$ cat src/rtl/uart_resp_pkg.sv
// Shared types and defaults for the UART sample responder.
// Holds the FSM encoding, command constants and the sample byte-width helper.
package uart_resp_pkg;

  typedef enum logic [2:0] {
    S_IDLE,
    S_LOAD,
    S_START,
    S_WAIT_HI,
    S_WAIT_LO
  } state_e;

  localparam logic [7:0] DEF_CMD_BASE = 8'h78;
  localparam logic [7:0] DEF_CMD_ALL  = 8'h61;
  localparam logic [7:0] DEF_HDR      = 8'hA5;
  localparam logic [7:0] DEF_NAK      = 8'h15;

  localparam int WAIT_HI_CYCLES = 4;

  function automatic int nbytes(input int w);
    return (w + 7) / 8;
  endfunction

endpackage

$ cat src/rtl/uart_resp_serializer.sv
// Snapshot register and frame byte mux for the sample responder.
// Optional trailing XOR checksum byte when CHECKSUM_EN is defined.
module uart_resp_serializer
  import uart_resp_pkg::*;
#(
  parameter int         NUM_CH   = 3,
  parameter int         SAMPLE_W = 16,
  parameter logic [7:0] HDR      = DEF_HDR,
  parameter logic [7:0] NAK      = DEF_NAK
) (
  input  logic                       clk,
  input  logic                       rst,
  input  logic                       load,
  input  logic                       load_all,
  input  logic                       load_nak,
  input  logic [2:0]                 load_ch,
  input  logic                       advance,
  input  logic [NUM_CH*SAMPLE_W-1:0] samples,
  output logic [7:0]                 byte_o,
  output logic                       last_o
);

  localparam int NB   = nbytes(SAMPLE_W);
  localparam int NBW  = NB * 8;
  localparam int NTOT = NUM_CH * NB;
  localparam int IW   = $clog2(NTOT + 2);

  logic [NTOT*8-1:0] snap_q, snap_d;
  logic [IW-1:0]     ndata_q, ndata_d;
  logic [IW-1:0]     idx_q, idx_d;
  logic              nak_q, nak_d;

  logic [NTOT*8-1:0] padded;
  logic [NBW-1:0]    chan_pad;
  logic [7:0]        data_byte;
  logic [7:0]        ck;
  logic [IW-1:0]     last_idx;

  // Each sample occupies whole bytes; unused top bits stay zero.
  always_comb begin
    padded = '0;
    for (int c = 0; c < NUM_CH; c++) begin
      padded[c*NBW +: SAMPLE_W] = samples[c*SAMPLE_W +: SAMPLE_W];
    end
  end

  always_comb begin
    chan_pad = '0;
    for (int c = 0; c < NUM_CH; c++) begin
      if (load_ch == 3'(c)) begin
        chan_pad = padded[c*NBW +: NBW];
      end
    end
  end

  always_comb begin
    snap_d  = snap_q;
    ndata_d = ndata_q;
    nak_d   = nak_q;
    idx_d   = idx_q;
    if (load) begin
      idx_d = '0;
      nak_d = load_nak;
      if (load_nak) begin
        ndata_d = '0;
      end else if (load_all) begin
        snap_d  = padded;
        ndata_d = IW'(NTOT);
      end else begin
        snap_d[NBW-1:0] = chan_pad;
        ndata_d         = IW'(NB);
      end
    end else if (advance) begin
      idx_d = idx_q + 1'b1;
    end
  end

  always_ff @(posedge clk or posedge rst) begin
    if (rst) begin
      snap_q  <= '0;
      ndata_q <= '0;
      nak_q   <= 1'b0;
      idx_q   <= '0;
    end else begin
      snap_q  <= snap_d;
      ndata_q <= ndata_d;
      nak_q   <= nak_d;
      idx_q   <= idx_d;
    end
  end

  always_comb begin
    data_byte = '0;
    ck        = HDR;
    for (int b = 0; b < NTOT; b++) begin
      if (idx_q == IW'(b + 1)) begin
        data_byte = snap_q[b*8 +: 8];
      end
      if (IW'(b) < ndata_q) begin
        ck = ck ^ snap_q[b*8 +: 8];
      end
    end
  end

  always_comb begin
    last_idx = '0;
    if (!nak_q) begin
`ifdef CHECKSUM_EN
      last_idx = ndata_q + 1'b1;
`else
      last_idx = ndata_q;
`endif
    end
  end

  always_comb begin
    byte_o = ck;
    if (nak_q) begin
      byte_o = NAK;
    end else if (idx_q == '0) begin
      byte_o = HDR;
    end else if (idx_q <= ndata_q) begin
      byte_o = data_byte;
    end
  end

  assign last_o = (idx_q == last_idx);

endmodule

$ cat src/rtl/uart_sample_responder.sv
// Command/response engine: decodes a UART command byte and streams a framed sample reply.
// Define CHECKSUM_EN to append an XOR checksum byte to data frames.
module uart_sample_responder
  import uart_resp_pkg::*;
#(
  parameter int         NUM_CH   = 3,
  parameter int         SAMPLE_W = 16,
  parameter logic [7:0] CMD_BASE = DEF_CMD_BASE,
  parameter logic [7:0] CMD_ALL  = DEF_CMD_ALL,
  parameter logic [7:0] HDR      = DEF_HDR,
  parameter logic [7:0] NAK      = DEF_NAK
) (
  input  logic                       CLK_50,
  input  logic                       areset,
  input  logic                       rx_ready,
  input  logic [7:0]                 rx_data,
  input  logic                       tx_busy,
  output logic                       tx_start,
  output logic [7:0]                 tx_data,
  input  logic [NUM_CH*SAMPLE_W-1:0] samples,
  output logic [2:0]                 sel_ch,
  output logic                       busy,
  output logic                       cmd_drop
);

  localparam logic [1:0] WCNT_MAX = 2'(WAIT_HI_CYCLES - 1);

  state_e     state_q, state_d;
  logic [7:0] tx_data_q, tx_data_d;
  logic [2:0] sel_ch_q, sel_ch_d;
  logic       busy_q, busy_d;
  logic       drop_q, drop_d;
  logic [1:0] wcnt_q, wcnt_d;
  logic       last_q, last_d;

  logic [7:0] off;
  logic       is_all;
  logic       is_ch;
  logic       ld, ld_all, ld_nak, adv;
  logic       ser_last;
  logic [7:0] ser_byte;
  logic       start_o;

  assign off    = rx_data - CMD_BASE;
  assign is_all = (rx_data == CMD_ALL);
  assign is_ch  = (off < 8'(NUM_CH));

  always_comb begin
    state_d   = state_q;
    tx_data_d = tx_data_q;
    sel_ch_d  = sel_ch_q;
    busy_d    = busy_q;
    drop_d    = rx_ready && (state_q != S_IDLE);
    wcnt_d    = wcnt_q;
    last_d    = last_q;
    ld        = 1'b0;
    ld_all    = 1'b0;
    ld_nak    = 1'b0;
    adv       = 1'b0;
    start_o   = 1'b0;
    unique case (state_q)
      S_IDLE: begin
        if (rx_ready) begin
          ld      = 1'b1;
          busy_d  = 1'b1;
          state_d = S_LOAD;
          if (is_all) begin
            ld_all = 1'b1;
          end else if (is_ch) begin
            sel_ch_d = off[2:0];
          end else begin
            ld_nak = 1'b1;
          end
        end
      end
      S_LOAD: begin
        tx_data_d = ser_byte;
        state_d   = S_START;
      end
      S_START: begin
        if (!tx_busy) begin
          start_o = 1'b1;
          wcnt_d  = '0;
          state_d = S_WAIT_HI;
        end
      end
      // Index moves on here so the next byte is ready when tx_busy falls.
      S_WAIT_HI: begin
        if (tx_busy || wcnt_q == WCNT_MAX) begin
          last_d  = ser_last;
          adv     = !ser_last;
          state_d = S_WAIT_LO;
        end else begin
          wcnt_d = wcnt_q + 1'b1;
        end
      end
      S_WAIT_LO: begin
        if (!tx_busy) begin
          if (last_q) begin
            busy_d  = 1'b0;
            state_d = S_IDLE;
          end else begin
            tx_data_d = ser_byte;
            state_d   = S_START;
          end
        end
      end
      default: state_d = S_IDLE;
    endcase
  end

  always_ff @(posedge CLK_50 or posedge areset) begin
    if (areset) begin
      state_q   <= S_IDLE;
      tx_data_q <= '0;
      sel_ch_q  <= '0;
      busy_q    <= 1'b0;
      drop_q    <= 1'b0;
      wcnt_q    <= '0;
      last_q    <= 1'b0;
    end else begin
      state_q   <= state_d;
      tx_data_q <= tx_data_d;
      sel_ch_q  <= sel_ch_d;
      busy_q    <= busy_d;
      drop_q    <= drop_d;
      wcnt_q    <= wcnt_d;
      last_q    <= last_d;
    end
  end

  uart_resp_serializer #(
    .NUM_CH   (NUM_CH),
    .SAMPLE_W (SAMPLE_W),
    .HDR      (HDR),
    .NAK      (NAK)
  ) u_ser (
    .clk      (CLK_50),
    .rst      (areset),
    .load     (ld),
    .load_all (ld_all),
    .load_nak (ld_nak),
    .load_ch  (off[2:0]),
    .advance  (adv),
    .samples  (samples),
    .byte_o   (ser_byte),
    .last_o   (ser_last)
  );

  assign tx_start = start_o;
  assign tx_data  = tx_data_q;
  assign sel_ch   = sel_ch_q;
  assign busy     = busy_q;
  assign cmd_drop = drop_q;

endmodule

$ cat config.mk
export PLATFORM = sky130hd
export DESIGN_NAME = uart_sample_responder
export DESIGN_NICKNAME = d
export VERILOG_FILES = /design/src/rtl/uart_resp_pkg.sv /design/src/rtl/uart_resp_serializer.sv /design/src/rtl/uart_sample_responder.sv
export SDC_FILE = /design/constraint.sdc
export NUM_CORES = 1
export LEC_CHECK = 0
export CAP_MARGIN = 10
export CORE_MARGIN = 2
export CORE_UTILIZATION = 56
export CTS_BUF_LIST = sky130_fd_sc_hd__clkbuf_4
export DETAILED_ROUTE_END_ITERATION = 12
export PLACE_DENSITY_LB_ADDON = 0.1
export SLEW_MARGIN = 20
export SYNTH_ARGS = -nofsm -noshare
export SYNTH_HDL_FRONTEND = slang
export SYNTH_SLANG_ARGS = --single-unit
$ cat constraint.sdc
create_clock -name CLK_50 -period 3.1 [get_ports CLK_50]
set_input_delay 0.62 -clock CLK_50 [delete_from_list [all_inputs] [get_ports CLK_50]]
set_output_delay 0.62 -clock CLK_50 [all_outputs]
set_load 0.05 [all_outputs]
# Word level (Yosys, flattened, before mapping)

Cells that the tools add are included.

Output and inout bits: 14
Bits of input ports: 60
Register bits: 74

Bitwise logic cells: 8
$add $sub $neg: 3
Reductions and logical operators: 19
$lt $le $gt $ge: 8
Eq/ne operators: 22
Mux-type cells: 53

Operators by type and width:

| operator                                                                     | count |
|---|---|
| 8-bit two-way mux                                                            | 17 |
| 16-bit two-way mux                                                           | 4 |
| 8-bit XOR                                                                    | 5 |
| 3-bit two-way mux                                                            | 9 |
| 1-bit two-way mux                                                            | 16 |
| 8-bit case mux with 2 select lines                                           | 1 |
| 3-bit by 2-bit == test with 1-bit output, second input constant              | 5 |
| 3-bit case mux with 5 select lines                                           | 1 |
| 2-bit != test, second input constant                                         | 7 |
| 3-bit == test, second input constant                                         | 4 |
| 4-bit AND reduction                                                          | 3 |
| 3-bit by 1-bit == test with 1-bit output, second input constant              | 3 |
| 3-bit logical NOT                                                            | 3 |
| 3-bit AND reduction                                                          | 3 |
| 8-bit by 7-bit == test with 1-bit output, second input constant              | 1 |
| 8-bit by 2-bit less-than comparator with 1-bit output, second input constant | 1 |
| 2-bit nonzero test                                                           | 4 |
| 8-bit by 7-bit subtractor with 8-bit output, second input constant           | 1 |
| 1-bit by 3-bit less-than comparator with 1-bit output, first input constant  | 2 |
| 2-bit by 3-bit less-than comparator with 1-bit output, first input constant  | 2 |
| 3-bit less-than comparator, first input constant                             | 2 |
| 2-bit two-way mux                                                            | 3 |
| 4-bit NOT                                                                    | 1 |
| 2-bit case mux with 2 select lines                                           | 1 |
| 12 further kinds                                                             | 14 |

# Depth between registers and ports, before layout

Word-level depth: 18
Depth in mapped cells: 10
Mapped depth without buffers: 7

# Hierarchy

A second synthesis with hierarchy kept.

Cell total of the unflattened synthesis: 480
Area total of the unflattened synthesis: 4,645.7 sq um

By module, submodules not included:

| module                | cells an instance | sequential area each (sq um) | area an instance (sq um) | instances |
|---|---|---|---|---|
| uart_resp_serializer  | 397               | 1,351.3                      | 3,672.3                  | 1 |
| uart_sample_responder | 83                | 475.5                        | 973.4                    | 1 |

# Worst setup path after synthesis

Ideal clock, no wire load.

Path kind: input to output
Start: in tx_busy
End: out tx_start
Arrival: 1,756 ps
Cell stages on the path: 2
Setup slack: 724 ps
Data required time: 2,480 ps
Path through: or3b_2 > nor2_1

Longest elaborated chain between the ends: 2

RTL lines:

| item              | RTL line                    | RTL |
|---|---|---|
| from (decl)       | uart_sample_responder.sv:17 | `input logic tx_busy,` |
| 1-bit two-way mux | uart_sample_responder.sv:81 | `if (!tx_busy) begin` |
| 1-bit two-way mux | uart_sample_responder.sv:61 | `unique case (state_q)` |
| to (decl)         | uart_sample_responder.sv:18 | `output logic tx_start,` |

No other way between the ends.

# Final worst setup path

Same ends and word-level chain as after synthesis.

==> results.py <==
metrics = {
    "run_status": {
        "status": "finished clean",
    },
    "clocking": {
        "clockRootBuffer": "clkbuf_4",
        "clkSinkCount": 73,
        "cts_hold_buf": 0,
        "cts_tree": "built",
        "cts_resized": 0,
        "htree_levels": 3,
        "clkTransAtPathRegs_ns": 0.11,
        "clock_latency_ns": 0.43,
        "postCtsSetupBuffers": 0,
        "cts_made_buffers": 9,
        "clk_path_buf_depth": 2,
    },
    "final_layout": {
        "final_nets": 611,
        "drive_gt1_share_pct": 17.00,
        "fill_cells": 640,
        "utilization_pct": 70.65,
        "antenna_cells": 0,
        "final_cell_area_um2": 5776,
        "area_growth_syn_to_layout_pct": 22.90,
    },
    "critical_path": {
        "r2r_setup_slack_ns": 0.63,
        "cp_data_required_time_ns": 2.48,
        "r2r-end": "tx_data[6]",
        "end_kind": "output port",
        "worstSetupPathType": "input pin to output port",
        "critPathArrivalTime_ns": 2.03,
        "r2r_cells": 8,
        "cp_max_fo": 7,
        "startpoint_type": "input pin",
        "r2r-start": "u_ser.idx_q[0]",
    },
    "flow_run": {
        "maxCapViolations": 0,
    },
    "synth": {
        "yosys-top-cells-count": "73 x dfrtp_1, 46 x mux2_2, 37 x a22o_1, 35 x nand2_1, 32 x a21oi_1",
        "synth_nets": 538,
        "ys_types": 68,
        "ys_async_sr_fraction_pct": 100.0,
        "synth_top_area_cell": "dfrtp_1",
        "synth_seq_cells": 73,
        "yosys.cell_count.top_type": "dfrtp_1",
        "yosys_warnings": 0,
        "syn_inst": 469,
        "syn_area_um2": 4700,
        "yosysSeqAreaShare_pct": 38.87,
        "synth_top_cell_area_share_pct": 38.87,
        "synth_flop_cell": "dfrtp_1",
        "syn_avg_cell_area_um2": 10.02,
        "synth_edf_count": 0,
        "synth_area_leaders": "dfrtp_1 39%, mux2_2 11%, a22o_1 6.9%, xnor2_1 5.0%, a21oi_1 3.4%",
    },
    "timing": {
        "period_share_pct": 85.55,
        "setup-violations-final": 0,
        "max_freq_mhz": 377.1,
        "fin_crit_ns": 2.652,
        "slew_headroom_pct": 38.22,
        "rsz0062_at_grt": "no",
        "clock_skew_ns": 0.01012,
        "maxSlewViolCount": 0,
        "worst_pin_slew_ns": 0.9267,
        "holdWs_ns": 0.5137,
        "fin_setup_tns_ns": 0,
        "finalHoldViolCount": 0,
    },
    "pwr": {
        "p_per_area_nw_per_um2": 574.2,
        "post-layout-total-power_uw": 3317,
        "vdd_drop_max_mv": 0.3184,
        "p_leak_uw": 0.002426,
    },
    "global_route": {
        "grt_use_total_pct": 28.27,
        "use_met2_pct": 44.35,
        "top_usage_layer": "met2",
        "grt_max_degree": 37,
        "antenna_found_initial": 0,
        "grt_use_met3_pct": 5.138,
        "grt_pass1_wl_um": 19570,
        "grt_use_met1_pct": 39.28,
        "grt_pass1_vias": 3888,
        "grt_overflow_total": 0,
    },
    "floorplanning": {
        "dieHeight_um": 95.61,
        "fp-row-count": 33,
        "pin_count": 74,
        "dieArea_um2": 9140,
        "core_area_um2": 8175,
        "chipWidth_um": 95.61,
        "start_util_pct": 57.48,
    },
    "route": {
        "ant_nets": 0,
        "firstDrtPassIters": 5,
        "routed_via_density": 6.126,
        "routed_wl_um": 12040,
        "drc": 0,
        "vias": 3994,
        "wl_per_cell_um": 18.47,
        "drtIter0Drc": 244,
    },
    "hold_path": {
        "min_path_type": "flop to flop",
        "hold_depth": 1,
        "hold_start": "sel_ch[2]",
        "min_to": "sel_ch[2]",
    },
    "placed_design": {
        "io_buffers": 73,
        "dp_hpwl_um": 8797,
        "placed_area_um2": 5599,
        "gp_congestion": 0.9338,
    },
}
-- registers in the layout (all words and copies together) (netlist names) --
name	cells
busy	1
cmd_drop	1
u_ser.nak_q	1
wcnt_q	2
last_q	1
state_q	3
u_ser.snap_q	48
tx_data	8
sel_ch	3
u_ser.ndata_q	2
u_ser.idx_q	3
-- worst max-delay path by stage --
stage,startpoint,endpoint,slack (ns)
2_1_floorplan,areset,busy,0.63
3_3_place_gp,rx_data[4],u_ser.snap_q[10],0.34
3_5_place_dp,rx_data[4],u_ser.snap_q[1],0.26
4_1_cts,tx_busy,tx_start,0.45
5_1_grt,tx_busy,tx_start,0.40
6_report,tx_busy,tx_start,0.45
-- worst max-delay path: stages --
cell             delay (ns)
clkdlybuf4s50_1        0.52
or3b_2                 0.53
nor2_1                 0.19
buf_12                 0.17
-- logic make-up after synthesis --
| group | count (synthesis) | share of synthesized area [%] |
|---|---|---|
| AO/OA/AOI/OAI | 138 | 21.30 |
| AND/OR/NAND/NOR | 124 | 15.10 |
| flip-flops | 73 | 38.87 |
| multiplexers | 54 | 12.83 |
| buffers and inverters | 39 | 3.541 |
| XOR/XNOR | 32 | 5.964 |
| adder cells (fa/ha/maj) | 9 | 2.396 |
-- per-layer routing --
metal | routed length (um) | vias to the layer above
li1 | - | 1884
met1 | 5490 | 1965
met2 | 5700 | 121
met3 | 591 | 24
met4 | 262 | 0
met5 | 0 | -
-- cell type report --
| type | instances | area, um^2 | share of cell area (%) |
|---|---|---|---|
| multi-input cells | 357 | 2706 | 46.86 |
| flip-flops and latches | 73 | 1827 | 31.63 |
| repair buffers | 90 | 893.4 | 15.47 |
| well taps | 105 | 131.4 | 2.275 |
| clock inverters | 7 | 108.9 | 1.885 |
| clock buffers | 9 | 67.56 | 1.170 |
| inverters | 11 | 41.29 | 0.7149 |
-- per-stage QoR --
stage / cells / worst slack (ns)
2_1_floorplan: 469 / 0.6267
4_1_cts: 652 / 0.4525
3_5_place_dp: 636 / 0.2604
3_3_place_gp: 636 / 0.3409
5_1_grt: 652 / 0.4046
6_report: 652 / 0.4480
-- report_power, final --
group,total [uW],internal (uW),switching [uW]
Combinational,1290,572,716
Sequential,1280,1080,202
Clock,745,402,344
Total,3320,2050,1260
-- cell usage in the layout, fill, tap and decap left out, drive strengths merged, types with 3 or more instances in the layout --
| cell type | netlist | final |
|---|---|---|
| clkinv | 0 | 4 |
| mux2 | 50 | 50 |
| nor2b | 10 | 10 |
| inv | 11 | 11 |
| a211oi | 3 | 3 |
| clkbuf | 17 | 9 |
| buf | 11 | 18 |
| nand2 | 35 | 35 |
| a31oi | 5 | 5 |
| clkdlybuf4s50 | 0 | 72 |
| dfrtp | 73 | 73 |
| mux2i | 4 | 4 |
| nor3 | 4 | 4 |
| a22o | 37 | 37 |
| ha | 9 | 9 |
| nand2b | 3 | 3 |
| xor2 | 5 | 5 |
| a21oi | 33 | 33 |
| bufinv | 0 | 3 |
| o21ai | 19 | 19 |
| o221ai | 4 | 4 |
| or3 | 3 | 3 |
| o211ai | 6 | 6 |
| nand3 | 7 | 7 |
| o22a | 3 | 3 |
| nor3b | 5 | 5 |
| nand3b | 17 | 17 |
| a21o | 4 | 4 |
| xnor2 | 27 | 27 |
| nor2 | 25 | 25 |
Power figures use the tool's default switching activity.
